**src/rtl/uart_tx_sched.sv**
```systemverilog
// Round-robin UART transmit scheduler: arbitrates NUM_REQ byte requesters onto one 8N1 tx line.
// Define UART_TX_SCHED_TWO_STOP_EN to append a second stop bit (8N2 frames).
module uart_tx_sched #(
    parameter int unsigned NUM_REQ = 2,
    parameter int unsigned IDX_W   = 2
) (
    input  logic                 clk,
    input  logic                 rst,
    input  logic [NUM_REQ-1:0]   req_valid,
    input  logic [8*NUM_REQ-1:0] req_data,
    output logic [NUM_REQ-1:0]   req_ready,
    output logic                 baud_en,
    input  logic                 baud_tick,
    output logic                 tx,
    output logic                 busy,
    output logic [IDX_W-1:0]     grant_idx
);

    localparam int unsigned NumSlots = 2 ** IDX_W;

    typedef enum logic [2:0] {
        StIdle,
        StStart,
        StData,
        StStop
`ifdef UART_TX_SCHED_TWO_STOP_EN
        , StStop2
`endif
    } state_e;

    state_e           state_q, state_d;
    logic [7:0]       shift_q, shift_d;
    logic [2:0]       cnt_q, cnt_d;
    logic [IDX_W-1:0] grant_q, grant_d;
    logic [IDX_W-1:0] rr_q, rr_d;
    logic             tx_q, tx_d;

    // Pad requesters up to a power of two so the grant index selects without width games.
    logic [NumSlots-1:0] valid_pad;
    logic [7:0]          data_arr [NumSlots];
    logic                found;
    logic [IDX_W-1:0]    sel;
    int unsigned         cand;

    always_comb begin
        valid_pad = '0;
        for (int i = 0; i < NumSlots; i++) begin
            data_arr[i] = 8'h00;
        end
        for (int i = 0; i < NUM_REQ; i++) begin
            valid_pad[i] = req_valid[i];
            data_arr[i]  = req_data[8*i +: 8];
        end
        found = 1'b0;
        sel   = '0;
        cand  = 0;
        for (int unsigned k = 0; k < NUM_REQ; k++) begin
            cand = 32'(rr_q) + k;
            if (cand >= NUM_REQ) begin
                cand = cand - NUM_REQ;
            end
            if (!found && valid_pad[IDX_W'(cand)]) begin
                found = 1'b1;
                sel   = IDX_W'(cand);
            end
        end
    end

    always_comb begin
        state_d   = state_q;
        shift_d   = shift_q;
        cnt_d     = cnt_q;
        grant_d   = grant_q;
        rr_d      = rr_q;
        req_ready = '0;
        unique case (state_q)
            StIdle: begin
                if (found && !rst) begin
                    req_ready = NUM_REQ'(1) << sel;
                    state_d   = StStart;
                    shift_d   = data_arr[sel];
                    grant_d   = sel;
                    rr_d      = (sel == IDX_W'(NUM_REQ - 1)) ? '0 : sel + 1'b1;
                end
            end
            StStart: begin
                if (baud_tick) begin
                    state_d = StData;
                    cnt_d   = 3'd0;
                end
            end
            StData: begin
                if (baud_tick) begin
                    shift_d = {1'b0, shift_q[7:1]};
                    cnt_d   = cnt_q + 3'd1;
                    if (cnt_q == 3'd7) begin
                        state_d = StStop;
                    end
                end
            end
            StStop: begin
                if (baud_tick) begin
`ifdef UART_TX_SCHED_TWO_STOP_EN
                    state_d = StStop2;
`else
                    state_d = StIdle;
`endif
                end
            end
`ifdef UART_TX_SCHED_TWO_STOP_EN
            StStop2: begin
                if (baud_tick) begin
                    state_d = StIdle;
                end
            end
`endif
            default: state_d = StIdle;
        endcase

        // tx is registered from the next state so it lines up with the state register.
        unique case (state_d)
            StStart: tx_d = 1'b0;
            StData:  tx_d = shift_d[0];
            default: tx_d = 1'b1;
        endcase
    end

    always_ff @(posedge clk) begin
        if (rst) begin
            state_q <= StIdle;
            shift_q <= 8'h00;
            cnt_q   <= 3'd0;
            grant_q <= '0;
            rr_q    <= '0;
            tx_q    <= 1'b1;
        end else begin
            state_q <= state_d;
            shift_q <= shift_d;
            cnt_q   <= cnt_d;
            grant_q <= grant_d;
            rr_q    <= rr_d;
            tx_q    <= tx_d;
        end
    end

    assign tx        = tx_q;
    assign busy      = (state_q != StIdle);
    assign baud_en   = (state_q != StIdle);
    assign grant_idx = grant_q;

endmodule

```
**config.mk**
```make
export PLATFORM = sky130hd
export DESIGN_NAME = uart_tx_sched
export DESIGN_NICKNAME = d
export VERILOG_FILES = /design/src/rtl/uart_tx_sched.sv
export SDC_FILE = /design/constraint.sdc
export NUM_CORES = 1
export LEC_CHECK = 0
export CAP_MARGIN = 20
export CORE_MARGIN = 5
export CORE_UTILIZATION = 45
export CTS_CLUSTER_SIZE = 24
export DETAILED_ROUTE_END_ITERATION = 7
export DONT_BUFFER_PORTS = 1
export SLEW_MARGIN = 10
export SYNTH_ARGS = -nofsm -noshare
export SYNTH_HDL_FRONTEND = slang
export SYNTH_SLANG_ARGS = --single-unit
```
**constraint.sdc**
```tcl
create_clock -name clk -period 1.7 [get_ports clk]
set_clock_uncertainty 0.2 [all_clocks]
set_input_delay 0.34 -clock clk [delete_from_list [all_inputs] [get_ports clk]]
set_output_delay 0.34 -clock clk [all_outputs]
set_load 0.005 [all_outputs]
```
== After elaboration in Yosys (flattened, before gate mapping) ==
Cells that the tools add are included.

* Bits in latches: 0
* Output and inout bits: 7
* RAM bits: 0
* Register bits: 19
* Logic and storage cells: 69
* Memories kept: 0
* Input bits: 21
* Memory bits (read-only): 0

* Eq/ne operators: 10
* $lt $le $gt $ge: 5
* Reduce and logical (&&, ||, !) cells: 11
* Divide/modulo/power cells: 0
* Bitwise logic cells: 1
* Multiply operators: 0
* Shift-type cells: 1
* Mux-type cells: 29
* $add $sub $neg: 5

{| class="wikitable"
|+ Operators with widths
! operator !! number
|-
| $mux 8 || 4
|-
| $mux 3 || 7
|-
| $bmux 8 s2 || 1
|-
| $pmux 8 s2 || 1
|-
| $mux 2 || 7
|-
| $pmux 3 s4 || 1
|-
| $eq 3x2->1 const B || 3
|-
| $eq 3x1->1 const B || 2
|-
| $lt 2x3->1 const B || 2
|-
| $ne 2x2->1 const B || 3
|-
| $pmux 3 s2 || 1
|-
| $reduce_and 3->1 || 2
|-
| $bmux 1 s2 || 2
|-
| $mux 1 || 4
|-
| $reduce_bool 2->1 || 2
|-
| $sub 2x2->2 const B || 2
|-
| $add 2x1->3 const B || 1
|-
| $add 3x1->3 const B || 1
|-
| $eq 3x3->1 const B || 1
|-
| $ge 3x2->1 const B || 1
|-
| $ge 3x3->1 const B || 1
|-
| $logic_not 3->1 || 1
|-
| $not 2->3 || 1
|-
| $reduce_bool 3->1 || 1
|-
| other kinds (8) || 10
|}

== Depth between registers and ports, before layout ==
Gate-level depths: netlist (run 1).

* Depth after elaboration: 15
* Depth in mapped cells: 7
* Gate-level depth less buffers: 6

== Worst setup path after synthesis (run 1) ==
OpenSTA, ideal clock, no wires.

* Kind: input-to-output
* Start: in rst
* End: out req_ready[1]
* Arrival time: 1.150 ns
* Data required time: 1.160 ns
* Path buffers: 2
* Cell stages on the path: 6
* Path slack: 0.010 ns
* Cells stage by stage: buf_2 -> nor2_2 -> o211a_1 -> buf_4 -> nand3_1 -> inv_2

* Longest elaborated chain between the ends: 4

{| class="wikitable"
|+ Ends and longest elaborated chain
! what !! RTL line !! source
|-
| from (decl) || 8 || <nowiki>input logic rst,</nowiki>
|-
| $logic_not 1->1 || 78 || <nowiki>if (found && !rst) begin</nowiki>
|-
| $logic_and 1x1->1 || 78 ||
|-
| $mux 2 || 78 ||
|-
| $mux 2 || 76 || <nowiki>unique case (state_q)</nowiki>
|-
| to (decl) || 11 || <nowiki>output logic [NUM_REQ-1:0] req_ready,</nowiki>
|}

No other way between the ends.

== Worst setup path in the final report (run 1) ==
* Start: reg rr_q[0]
* End: out req_ready[1]

* Longest elaborated chain between the ends: 11

{| class="wikitable"
|+ Ends and longest elaborated chain
! what !! RTL line !! source
|-
| from (decl) || 35 || <nowiki>logic [IDX_W-1:0] rr_q, rr_d;</nowiki>
|-
| from (signal assigned) || 141 || <nowiki>rr_q <= rr_d;</nowiki>
|-
| parallel branches: the longest is 9 deep, another holds $add 2x1->3 || - ||
|-
| $mux 2 (*) || 78 ||
|-
| $mux 2 (*) || 76 ||
|}

Mark *: on every way between the ends. The select of a mux whose other input is x is not followed.

==> results of run 1 <==
[routing by layer]
layer / GRT usage, % / part of all wire [%] / up-vias / wire length, um
met5: 0 / 0 / - / 0
met3: 5.96 / 7.1 / 2 / 145
met4: 4.07 / 0.93 / 0 / 19
met2: 21.4 / 46 / 19 / 938
met1: 15.6 / 46 / 385 / 952
li1: - / - / 407 / -
[Yosys cell counts (3+ instances only)]
cell type | instances | share of area, %
mux2i_1 | 7 | 7.2
dfxtp_1 | 19 | 39
o221ai_1 | 6 | 5.4
nor3_1 | 3 | 1.6
nand2b_1 | 7 | 4.5
a21oi_1 | 5 | 2.6
nor2_1 | 9 | 3.5
nand2_1 | 5 | 1.9
or3_1 | 5 | 3.2
nand3_1 | 3 | 1.6
[final timing paths]
check,start,endpoint,slack [ps],cells past startpoint
worst max-delay path,rr_q[0],req_ready[1],3,4
worst min-delay path,req_data[8],shift_q[0],10,2
worst max register to register,rr_q[0],shift_q[5],30,6
worst min register to register,shift_q[7],shift_q[7],270,2
[sequential cells by signal, summed over array words and instances (netlist names)]
name       flops
cnt_q          3
grant_idx      2
rr_q           2
shift_q        8
state_q        3
tx             1
[report_power, final]
group / internal (mW) / leakage, nW / switching [mW]
clock network: 0.0877 / 0.0177 / 0.144
logic: 0.0723 / 0.321 / 0.0589
registers: 0.465 / 0.157 / 0.00984
[cell type report]
class | count | area [um^2]
Inverter | 1 | 3.75
Clock buffer | 3 | 22.5
Clock inverter | 1 | 5.00
Multi-Input combinational cell | 77 | 574
Timing Repair Buffer | 18 | 163
Tap cell | 27 | 33.8
Fill cell | 183 | 811
Sequential cell | 19 | 389
[critical path, cell delays in order, from the launching register on]
cell and delay (ps):
dfxtp_2 340, a21boi_2 140, o211a_1 220, nand3_2 90
inv_2 70
[metrics by stage]
stage / instances / power [mW] / TNS (ps)
global placement: 133 / 0.582 / 0
floorplan: 105 / 0.567 / 0
CTS: 142 / 0.825 / -1.38
finish: 146 / 0.838 / 0
global route: 146 / 0.880 / -260
detailed placement: 133 / 0.584 / 0
[what timing repair did]
action | CTS | global route
resized for setup | 10 | 8
endpoints found under the hold margin | 10 | 10
buffers inserted | 5 | 1
pin swaps | 2 | 4
setup endpoints to repair | 4 | 8
[cells by family after synthesis]
kind of cell / share of synthesized area, %
xor gates and xnor gates: 0.906
adders and majority gates: 2.59
other: 0.388
and+or+nand+nor: 25.5
muxes: 8.80
AOI/OAI and AO/OA: 16.4
DFF: 39.3
buffers and inverters: 6.08
==> results_dict.tcl, run 1 <==
set metrics [dict create \
    grt_pass1_vias 782 \
    cts-root-buf "clkbuf_4" \
    yosys_warnings 0 \
    syn_area_um2 967 \
    dpl.hpwl_um 1380 \
    crit_required_ps 1160 \
    synth_cell_types 37 \
    design_area_um2 1190 \
    period_minus_slack_ps 1700 \
    final_nets 143 \
    place_area_um2 1030 \
    seq_area_frac_synth_pct 39.3 \
    setup_viol 0 \
    wl_per_cell_um 14.1 \
    maxCapViolations 0 \
    status "finished, final reports clean" \
    crit_type "reg2out" \
    async_flop_share_pct 0 \
    viasPerCell 5.57 \
    layout_common_cells "dfxtp_1, buf_4, nor2_1" \
    syn_to_final_growth_pct 23.2 \
    ioPinCount 28 \
    dp_slack_ps 98.5 \
    fmax_mhz 589 \
    drive_gt1_share_pct 31.1 \
    io_buffers 0 \
    rsz0062_at_grt "true" \
    avgSynthCellArea_um2 9.21 \
    syn_inst 105 \
    firstDrtPassIters 3 \
    drc 0 \
    final_util_pct 59.5 \
    synth_edf_count 0 \
    antenna_found_initial 0 \
    clkLatencyLatePin_ps 300 \
    cp_data_arrival_time_ps 1160 \
    totalWireLength_um 2050 \
    final_max_slew_viol_count 0 \
    cp-start-kind "flop" \
    crit_path_max_fanout 3 \
    hold_viol_final 0 \
    htreeDepth 1 \
    leakagePower_nw 0.496 \
    cp-end-kind "output pin" \
    track_usage_pct 13.2 \
    syn-num-nets 128 \
    hold_ws_ps 11.5 \
    period_share_pct 99.8 \
    hold_path.class "in2reg" \
    cts_made_buffers 3 \
    vias 813 \
    clk_pin_slew_worst_paths_ps 110 \
    grt-ovfl-total 0 \
    cts_tree "done" \
    start_util_pct 48.3 \
    fin_ws_ps 2.75 \
    rows 16 \
    final_common_cell "dfxtp_1" \
    diodes 0 \
    core_um2 2000 \
    die_x_um 56.4 \
    cts.sinks 19 \
    die_area_um2 3180 \
    grt_first_pass_wirelength_um 3380 \
    gp_congestion 0.713 \
    peakVddDrop_mv 0.539 \
    synth_seq_cells 19 \
    die_h_um 56.4 \
    grt_max_degree 19 \
    synth_flop_cell "dfxtp_1" \
    drtIter0Drc 6 \
    powerDensity_nw_per_um2 703 \
    clk_path_buf_depth 2 \
    ant_nets 0 \
]
No activity file was read; power rests on OpenSTA's default activity.
==> run 2, diff against run 1 <==
--- a/config.mk
+++ b/config.mk
@@ -5,12 +5,14 @@
 export SDC_FILE = /design/constraint.sdc
 export NUM_CORES = 1
 export LEC_CHECK = 0
+export ABC_CLOCK_PERIOD_IN_PS = 1700
 export CAP_MARGIN = 20
 export CORE_MARGIN = 5
 export CORE_UTILIZATION = 45
 export CTS_CLUSTER_SIZE = 24
 export DETAILED_ROUTE_END_ITERATION = 7
 export DONT_BUFFER_PORTS = 1
+export GPL_ROUTABILITY_DRIVEN = 0
 export SLEW_MARGIN = 10
 export SYNTH_ARGS = -nofsm -noshare
 export SYNTH_HDL_FRONTEND = slang
==> results of run 2 <==
The final DEF is identical to that of run 1; final timing and power are the same.
==> run 3, diff against run 2 <==
--- a/config.mk
+++ b/config.mk
@@ -9,10 +9,12 @@
 export CAP_MARGIN = 20
 export CORE_MARGIN = 5
 export CORE_UTILIZATION = 45
+export CTS_CLUSTER_DIAMETER = 80
 export CTS_CLUSTER_SIZE = 24
 export DETAILED_ROUTE_END_ITERATION = 7
 export DONT_BUFFER_PORTS = 1
 export GPL_ROUTABILITY_DRIVEN = 0
+export RECOVER_POWER = 25
 export SLEW_MARGIN = 10
 export SYNTH_ARGS = -nofsm -noshare
 export SYNTH_HDL_FRONTEND = slang
==> results of run 3 <==
The final DEF is identical to that of run 1; final timing and power are the same.
